## src/rtl/conv3x3_frame_sequencer.sv

```systemverilog
// Streams one WIDTH x WIDTH frame from an FWFT FIFO into a conv3x3 engine as a zero-padded
// (WIDTH+2)^2 raster, then waits for WIDTH*WIDTH engine results. Option: CONV_SEQ_STALL_CNT_EN.
module conv3x3_frame_sequencer #(
  parameter int unsigned DATA_WIDTH = 32,
  parameter int unsigned WIDTH      = 7,
  parameter int unsigned CNT_W      = 16
) (
  input  logic                  clk,
  input  logic                  rst,
  input  logic                  start,
  input  logic                  fifo_empty,
  input  logic [DATA_WIDTH-1:0] fifo_data,
  output logic                  fifo_rd,
  output logic [DATA_WIDTH-1:0] pix_data,
  output logic                  pix_valid,
  input  logic                  eng_valid,
  output logic                  busy,
  output logic                  frame_done,
  output logic [CNT_W-1:0]      out_count
`ifdef CONV_SEQ_STALL_CNT_EN
  ,
  output logic [CNT_W-1:0]      stall_count
`endif
);

  localparam int unsigned     PosW    = $clog2(WIDTH + 2);
  localparam logic [PosW-1:0] LastPos = PosW'(WIDTH + 1);
  localparam logic [PosW-1:0] LastInt = PosW'(WIDTH);
  localparam logic [CNT_W-1:0] Total  = CNT_W'(WIDTH * WIDTH);

  typedef enum logic [1:0] {StIdle, StPadRow, StRow, StDrain} state_e;

  state_e          state_q;
  logic [PosW-1:0] row_q;
  logic [PosW-1:0] col_q;

  logic interior;
  logic at_pad;
  logic row_end;
  logic done_now;
  logic start_ok;

  // In StRow the row is always interior, so only the column decides padding.
  assign interior = (col_q != '0) && (col_q != LastPos);
  assign fifo_rd  = (state_q == StRow) && interior && !fifo_empty;
  assign at_pad   = (state_q == StPadRow) || ((state_q == StRow) && !interior);
  assign row_end  = (col_q == LastPos);
  assign busy     = (state_q != StIdle);
  assign done_now = (out_count == Total) || (eng_valid && (out_count == Total - 1'b1));
  // A start coinciding with the completion pulse belongs to the finished frame and is dropped.
  assign start_ok = (state_q == StIdle) && start && !frame_done;

  always_ff @(posedge clk or posedge rst) begin
    if (rst) begin
      state_q    <= StIdle;
      row_q      <= '0;
      col_q      <= '0;
      pix_data   <= '0;
      pix_valid  <= 1'b0;
      frame_done <= 1'b0;
      out_count  <= '0;
    end else begin
      frame_done <= 1'b0;
      pix_valid  <= 1'b0;
      if (busy && eng_valid && (out_count != Total)) begin
        out_count <= out_count + 1'b1;
      end
      case (state_q)
        StIdle: begin
          if (start_ok) begin
            out_count <= '0;
            row_q     <= '0;
            col_q     <= '0;
            state_q   <= StPadRow;
          end
        end
        StPadRow, StRow: begin
          if (at_pad || fifo_rd) begin
            pix_valid <= 1'b1;
            pix_data  <= at_pad ? '0 : fifo_data;
            if (row_end) begin
              col_q <= '0;
              row_q <= row_q + 1'b1;
              if ((state_q == StPadRow) && (row_q == '0)) begin
                state_q <= StRow;
              end else if ((state_q == StRow) && (row_q == LastInt)) begin
                state_q <= StPadRow;
              end else if (state_q == StPadRow) begin
                row_q   <= '0;
                state_q <= StDrain;
              end
            end else begin
              col_q <= col_q + 1'b1;
            end
          end
        end
        StDrain: begin
          if (done_now) begin
            frame_done <= 1'b1;
            state_q    <= StIdle;
          end
        end
        default: state_q <= StIdle;
      endcase
    end
  end

`ifdef CONV_SEQ_STALL_CNT_EN
  logic [CNT_W-1:0] stall_q;

  always_ff @(posedge clk or posedge rst) begin
    if (rst) begin
      stall_q <= '0;
    end else if (start_ok) begin
      stall_q <= '0;
    end else if ((state_q == StRow) && interior && fifo_empty && (stall_q != '1)) begin
      stall_q <= stall_q + 1'b1;
    end
  end

  assign stall_count = stall_q;
`endif

endmodule
```

## config.mk

```make
export PLATFORM = sky130hd
export DESIGN_NAME = conv3x3_frame_sequencer
export DESIGN_NICKNAME = d
export VERILOG_FILES = /design/src/rtl/conv3x3_frame_sequencer.sv
export SDC_FILE = /design/constraint.sdc
export NUM_CORES = 1
export LEC_CHECK = 0
export CAP_MARGIN = 10
export CORE_ASPECT_RATIO = 0.9
export CORE_UTILIZATION = 42
export DETAILED_ROUTE_END_ITERATION = 7
export GPL_ROUTABILITY_DRIVEN = 0
export GPL_TIMING_DRIVEN = 0
export PLACE_DENSITY = 0.79
export SLEW_MARGIN = 40
export SYNTH_ARGS = -nofsm -noshare
export SYNTH_HDL_FRONTEND = slang
export SYNTH_SLANG_ARGS = --single-unit
```

## constraint.sdc

```tcl
create_clock -name clk -period 1.8 [get_ports clk]
set_input_delay 0.27 -clock clk [delete_from_list [all_inputs] [get_ports clk]]
set_output_delay 0.27 -clock clk [all_outputs]
set_load 0.02 [all_outputs]
```

After elaboration in Yosys (flattened, before gate mapping)
Cells that the tools add are included.
- add/sub/neg operators: 3
- equal/unequal tests: 14
- reductions and logical operators: 27
- mux-type cells: 26
- operators with widths (operator ; count):
    $mux 16 ; 3
    $eq 16x6->1 const B ; 2
    $mux 32 ; 1
    $mux 4 ; 8
    $add 16x1->16 const B ; 1
    $ne 16x6->1 const B ; 1
    $pmux 4 s2 ; 2
    $mux 2 ; 7
    $logic_and 1x1->1 ; 11
    $add 4x1->4 const B ; 2
    $ne 2x2->1 const B ; 4
    $ne 4x4->1 const B ; 2
    $pmux 2 s3 ; 1
    $reduce_and 5->1 ; 1
    $eq 2x2->1 const B ; 2
    $eq 4x3->1 const B ; 1
    $eq 4x4->1 const B ; 1
    $logic_not 4->1 ; 1
    $mux 1 ; 4
    $reduce_and 4->1 ; 1
    $reduce_bool 2->1 ; 2
    $reduce_bool 4->1 ; 1
    $logic_not 1->1 ; 3
    $logic_or 1x1->1 ; 3
    other kinds (5) ; 5
- output and inout port bits: 52
- word-level logic and storage cells: 77
- flip-flop bits (word level): 60
- input bits: 37

Longest topological paths before layout
Gate-level depths: netlist of run 1.
- depth after elaboration: 8
- mapped depth: 9
- gate-level depth less buffers: 7

Worst setup path before layout of run 1
No wires, ideal clock.
- path kind: reg-to-reg
- start: register state_q[0]
- end: register state_q[0]
- required time: 1.675 ns
- buffers on the path: 1
- arrival: 1.692 ns
- setup time: 0.125 ns
- cell stages (with the launch flop): 8
- setup slack: -0.017 ns
- clock period less this slack: 1.817 ns
- path through: dfrtp_1 -> inv_1 -> ha_1 -> buf_2 -> nand2b_1 -> or2_2 -> nand4_1 -> mux2_2
- word-level cells in the longest chain between the ends: 7
- elaborated cells on any way between the ends: 25
- those cells by class: eq/ne: 8; mux: 5; reduce/logical: 12
- RTL lines (what ; RTL line ; source):
    start, declared ; 33 ; state_e state_q;
    start signal, assigned ; 55 ; state_q <= StIdle;
    start signal, assigned ; 74 ; state_q <= StPadRow;
    start signal, assigned ; 85 ; state_q <= StRow;
    $eq 2x2->1 ; - ;
    $logic_and 1x1->1 ; 86 ; end else if ((state_q == StRow) && (row_q == LastInt)) begin
    $mux 2 ; 86 ;
    $mux 2 ; 84 ; if ((state_q == StPadRow) && (row_q == '0)) begin
    $mux 2 ; 81 ; if (row_end) begin
    $mux 2 ; 78 ; if (at_pad || fifo_rd) begin
    $pmux 2 s3 ; 68 ; case (state_q)
Several ways; a longest one is shown, not always the timed one. The select of a mux whose other input is x is not followed.
A chain may end at the register's enable or synchronous reset.

Worst setup path after layout of run 1
- start: register state_q[0]
- end: register state_q[1]
Same word-level chain as after synthesis.

==> results.yml, run 1 <==
layout:
  register_area_mm2: 0.00151
  fill_cells: 537
  area_growth_pct: 48.9
  drive_gt1_share_pct: 16.1
  multi_input_area_mm2: 0.00144
  diodes: 0
  fin_nets: 478
power:
  ir_drop_mv: 0.848
  power_density_mw_per_mm2: 1700
  p_leak_nw: 2.00
critical_path:
  worstSetupStartpointType: "register"
  cp-end-kind: "register"
  path_max_fanout: 5
  cp.required_ns: 2.01
  r2r-end: "state_q[1]$_DFFE_PP0P_"
  crit_path_max_incr_delay_ns: 0.38
  cp_num_cells: 7
  ff2ff_path_depth: 7
  slowest_stage: "dfrtp_1"
  r2r-start: "state_q[0]$_DFFE_PP0P_"
  regToRegSetupSlack_ns: -0.02
  crit_path_end: "state_q[1]$_DFFE_PP0P_"
  crit_family: "simple AND/OR/NAND/NOR gates"
  critical_path_class: "register to register"
  cp_cell_sequence: "inv_2, ha_4, buf_8, nand2b_4, or2_2, nand4_1, mux2_2"
  crit_buf_inv: 2
  crit_path_start: "state_q[0]$_DFFE_PP0P_"
  cp.arrival_ns: 2.03
timing:
  tightestPinTransition_ns: 0.457
  timing.hold.ws_ns: 0.264
  max_slew_margin_pct: 69.5
  rsz0062_at_grt: "true"
  finalCritPeriodShare_pct: 101
  slew_viol_final: 0
  setup_tns_ns: -0.0365
  setup_viol: 2
  timing.fmax_mhz: 550
  hold_violations: 0
  finalClockSkew_ns: 0.00412
  fin_ws_ns: -0.0187
  period_minus_slack_ns: 1.82
grt:
  grt.busiest_layer: "met2"
  overflow: 0
  grt_pass1_vias: 2506
  grtUsageMet3_pct: 5.81
  antenna_found_initial: 0
  grt_use_total_pct: 20.4
  grt_util_met2_pct: 33.3
  grt_max_degree: 37
  grt_util_met1_pct: 26.8
  grt_pass1_wl_um: 11800
logic_synthesis:
  synthTopCellsByCount: "nand2_1, dfrtp_1, o21ai_0"
  synth_edf_count: 0
  synth_fp_nets: 371
  netlist_area_mm2: 0.00293
  synth-seq-area-share_pct: 51.2
  yosysWarnings: 0
  yosysTopAreaCell: "dfrtp_1"
  synthTopCellsByArea: "dfrtp_1, nand2_1, o21ai_0"
  yosysMostFrequentCell: "nand2_1"
  ys.flop_type: "dfrtp_1"
  ys_ff_latch: 60
  async_reset_ff_share_pct: 100
  netlist.area_leader.share_pct: 51.2
  syn_area_per_cell_um2: 9.08
  yosysUniqueCellTypes: 40
  postSynthCellCount: 323
place:
  dp_hpwl_um: 5030
  io_buffers: 88
status:
  status: "finished, violations left"
  failed_checks: "negative setup slack"
clock_network:
  cts.sinks: 60
  cts_max_path_buffers: 2
  cts.clk_slew.worst_paths_ns: 0.07
  ctsHtreeMaxLevel: 3
  cts_buffers: 9
  clkLatencyLatePin_ns: 0.33
  cts_hold_buffers: 0
  cts_tree: "yes"
  root_buffer: "clkbuf_8"
die:
  dieArea_mm2: 0.00732
  ios: 89
  coreArea_mm2: 0.00666
  die_x_um: 90.1
  initial_core_util_pct: 44.1
  num_rows: 28
  die_h_um: 81.3
route:
  wl_per_cell_um: 13.9
  wl_um: 7290
  via_count: 2647
  drt_first_pass_iters: 4
  drc: 0
  routed_via_density: 5.04
  dr.first_iter.drc_count: 139
  antenna_left: 0
min_path:
  hold_path.class: "primary input to asynchronous set/reset pin"
job:
  cap_violations: 0
-- sequential cells by signal, indices dropped and copies added, names as in the netlist --
name	count
state_q	2
pix_data	32
out_count	16
pix_valid	1
col_q	4
frame_done	1
row_q	4
-- timing repair --
item	CTS	global route
gates resized for setup	34	16
endpoints found under the setup margin	56	48
setup buffers	5	5
pin swaps	1	6
-- per-stage QoR --
| step | cells | instance area [um2] | worst slack [ns] | utilization (%) | total power (W) |
|---|---|---|---|---|---|
| after floorplan | 323 | 2940 | 0.0161 | - | 0.00433 |
| after global placement | 501 | 3930 | -0.992 | 59.0 | 0.00551 |
| after detailed placement | 502 | 3950 | -0.242 | 59.4 | 0.00565 |
| after CTS | 522 | 4260 | 0.00708 | 64.0 | 0.00722 |
| after global routing | 525 | 4370 | -0.101 | 65.6 | 0.00799 |
| final | 525 | 4370 | -0.0187 | 65.6 | 0.00744 |
-- layer usage --
layer	wire, um	vias to the layer above	part of all wire (%)
li1	-	1292	-
met2	3580	74	49
met1	3320	1272	46
met4	74	0	1.0
met5	0	-	0
met3	312	9	4.3
-- worst min path at each step --
| stage | from | to | slack (ns) | cells after the start |
|---|---|---|---|---|
| 2_1_floorplan | fifo_data[0] | pix_data[0]$_DFFE_PP0P_ | 0.40 | 2 |
| 3_3_place_gp | pix_data[10]$_DFFE_PP0P_ | pix_data[10]$_DFFE_PP0P_ | 0.46 | 2 |
| 5_1_grt | rst | out_count[12]$_DFF_PP0_ | 0.29 | 2 |
| 6_report | rst | out_count[12]$_DFF_PP0_ | 0.26 | 2 |
| 4_1_cts | rst | out_count[0]$_DFF_PP0_ | 0.26 | 2 |
| 3_5_place_dp | pix_data[4]$_DFFE_PP0P_ | pix_data[4]$_DFFE_PP0P_ | 0.47 | 2 |
-- worst reg2reg max path: cells and delay by family, from the launching register on --
kind / cells / cell delay [ns]
multiplexers: 1 / 0.35
buffers and inverters: 2 / 0.20
flip-flops: 1 / 0.38
adder cells (fa/ha/maj): 1 / 0.28
AND/OR/NAND/NOR: 3 / 0.50
-- placed cells by master, fill, tap and decap left out, types with 2 or more instances in the layout --
cell type        synthesis  final
a21oi_1                  6      4
a21oi_2                  0      2
a22o_1                   2      2
and3_1                   3      3
buf_4                    0     16
clkbuf_1                 8      3
clkbuf_2                 0      4
clkbuf_8                 0      9
clkdlybuf4s50_1          0     85
clkinv_2                 0      3
dfrtp_1                 60     57
dfrtp_2                  0      3
ha_1                    11      7
ha_4                     0      4
inv_1                   16     13
inv_2                    0      2
mux2_2                   3      3
mux2i_1                  3      3
nand2_1                 81     81
nand2b_1                 3      2
nand3_1                 10     10
nand3b_1                 2      2
nand4_1                  6      6
nor2_1                  19     19
nor3_1                   2      2
nor4_4                   0      2
o21ai_0                 40     40
o21ai_2                  0      2
o31ai_1                  2      2
or2_2                    2      2
xnor2_1                  3      3
xor2_1                  10     10
-- final cells by class --
type,instances,share of cell area [%]
buffer,12,2.00
clock buffer,11,3.01
clock inverter,5,1.20
inverter,16,1.43
multi-input combinational,232,33.0
sequential,60,34.5
tap,90,2.58
timing repair buffer,99,22.3
-- kinds of logic after synthesis --
kind of cell,share of synthesized area [%]
simple gates,22.2
compound gates,11.6
flops,51.2
buf+inv,4.26
xor+xnor,3.88
fa+ha+maj,4.69
mux,2.17
-- where the power goes --
part / internal [W] / leakage, nW / switching, W
Sequential: 0.00179 / 0.786 / 0.000303
Clock: 0.000633 / 0.0931 / 0.000528
Combinational: 0.00189 / 1.12 / 0.00229
Note: power is estimated with default switching activity, not from simulation.
==> inputs of run 2 (changes only) <==
- SKIP_CTS_REPAIR_TIMING: not set -> 1
- SLEW_MARGIN: 40 -> not set
==> results.yml, run 2 (synthesis results as in run 1) <==
clock_network:
  cts_buffers: 9
  cts.clk_slew.worst_paths_ns: 0.07
  cts_max_path_buffers: 2
  ctsHtreeMaxLevel: 3
  cts_tree: "yes"
  root_buffer: "clkbuf_8"
  cts.sinks: 60
  clkLatencyLatePin_ns: 0.33
critical_path:
  worstSetupStartpointType: "register"
  cp.arrival_ns: 2.00
  regToRegSetupSlack_ns: 0.005
  cp.required_ns: 2.01
  ff2ff_path_depth: 7
  path_max_fanout: 5
  r2r-start: "state_q[1]$_DFFE_PP0P_"
  critical_path_class: "register to register"
  cp-end-kind: "register"
  crit_path_start: "state_q[1]$_DFFE_PP0P_"
  r2r-end: "state_q[1]$_DFFE_PP0P_"
die:
  dieArea_mm2: 0.00732
  die_x_um: 90.1
  die_h_um: 81.3
  num_rows: 28
  ios: 89
  initial_core_util_pct: 44.1
  coreArea_mm2: 0.00666
route:
  drc: 0
  wl_per_cell_um: 14.0
  via_count: 2707
  dr.first_iter.drc_count: 103
  wl_um: 7310
  drt_first_pass_iters: 4
  antenna_left: 0
  routed_via_density: 5.18
grt:
  grt_pass1_wl_um: 11500
  grt_use_total_pct: 19.8
  overflow: 0
  antenna_found_initial: 0
  grt_pass1_vias: 2476
  grt_max_degree: 37
power:
  comb_power_share_pct: 55.5
  seqPwrFrac_pct: 28.1
  p_int_w: 0.00437
  sw_frac_of_total_pct: 41.7
  clockPowerShare_pct: 16.4
  p_switching_w: 0.00313
  p_leak_nw: 2.00
  ir_drop_mv: 0.774
  power_density_mw_per_mm2: 1720
timing:
  timing.fmax_mhz: 557
  period_minus_slack_ns: 1.80
  slew_viol_final: 0
  tightestPinTransition_ns: 0.556
  finalClockSkew_ns: 0.00854
  setup_viol: 0
  timing.hold.ws_ns: 0.305
  rsz0062_at_grt: "true"
  fin_ws_ns: 0.00500
  setup_tns_ns: 0
  max_slew_margin_pct: 62.9
  finalCritPeriodShare_pct: 99.7
  hold_violations: 0
place:
  dp_slack_ns: -0.270
  dp_hpwl_um: 5060
  placed_area_mm2: 0.00395
  io_buffers: 88
layout:
  final_area_mm2: 0.00436
  drive_gt1_share_pct: 15.5
  top_regs: "pix_data: 32 flops, out_count: 16 flops"
  layout_common_cells: "clkdlybuf4s50_1, nand2_1, dfrtp_1"
  fin_nets: 476
  area_growth_pct: 48.5
  largest_register_ffs: 32
  fill_cells: 546
  diodes: 0
  mostFrequentLayoutCell: "clkdlybuf4s50_1"
  regMostFlops: "pix_data"
  fin_util_pct: 65.5
min_path:
  hold_path.class: "primary input to asynchronous set/reset pin"
status:
  status: "finished clean"
job:
  cap_violations: 0
## run 2: power by group through the flow
stage	Sequential [W]	Combinational, W	Clock [W]
3_5_place_dp	0.00212	0.00354	0
5_1_grt	0.00216	0.00459	0.00131
4_1_cts	0.00210	0.00356	0.00125
3_3_place_gp	0.00210	0.00341	0
2_1_floorplan	0.00246	0.00188	0
6_report	0.00211	0.00417	0.00123
## run 2: worst max-delay path by stage
stage / endpoint / depth (start not counted) / slack (ns)
2_1_floorplan: state_q[0]$_DFFE_PP0P_ / 7 / 0.02
3_3_place_gp: pix_data[21]$_DFFE_PP0P_ / 2 / -0.99
3_5_place_dp: pix_data[15]$_DFFE_PP0P_ / 7 / -0.27
4_1_cts: fifo_rd / 5 / -0.55
5_1_grt: state_q[1]$_DFFE_PP0P_ / 5 / -0.07
6_report: state_q[1]$_DFFE_PP0P_ / 7 / 0.005
## run 2: critical path, cell delays in order, from the launching register on
cell and delay [ns]:
dfrtp_1 0.36, inv_2 0.07, ha_4 0.29, buf_8 0.11, nand2b_4 0.06, or2_2 0.29
nand4_1 0.14, mux2_2 0.35
## run 2: cell type report
class                      instances  area, um2  area share [%]
buffer                            13       95.1            2.18
sequential                        60       1510            34.5
inverter                          16       60.1            1.38
tap                               90        113            2.58
timing repair buffer              96        953            21.9
multi-input combinational        232       1430            32.8
clock buffer                      12        155            3.56
clock inverter                     4       47.5            1.09
## run 2: stage by stage
step / total power, W / instances
after floorplan: 0.00433 / 323
after global placement: 0.00551 / 501
after detailed placement: 0.00566 / 502
after CTS: 0.00691 / 518
after global routing: 0.00807 / 523
final: 0.00750 / 523
## run 2: routing by layer
metal	part of all wire (%)	vias up	track usage, %	wire [um]
met3	5.1	9	5.43	372
met4	0.94	0	5.65	69
li1	-	1293	-	-
met5	0	-	0	0
met2	50	86	32.7	3660
met1	44	1319	25.7	3210
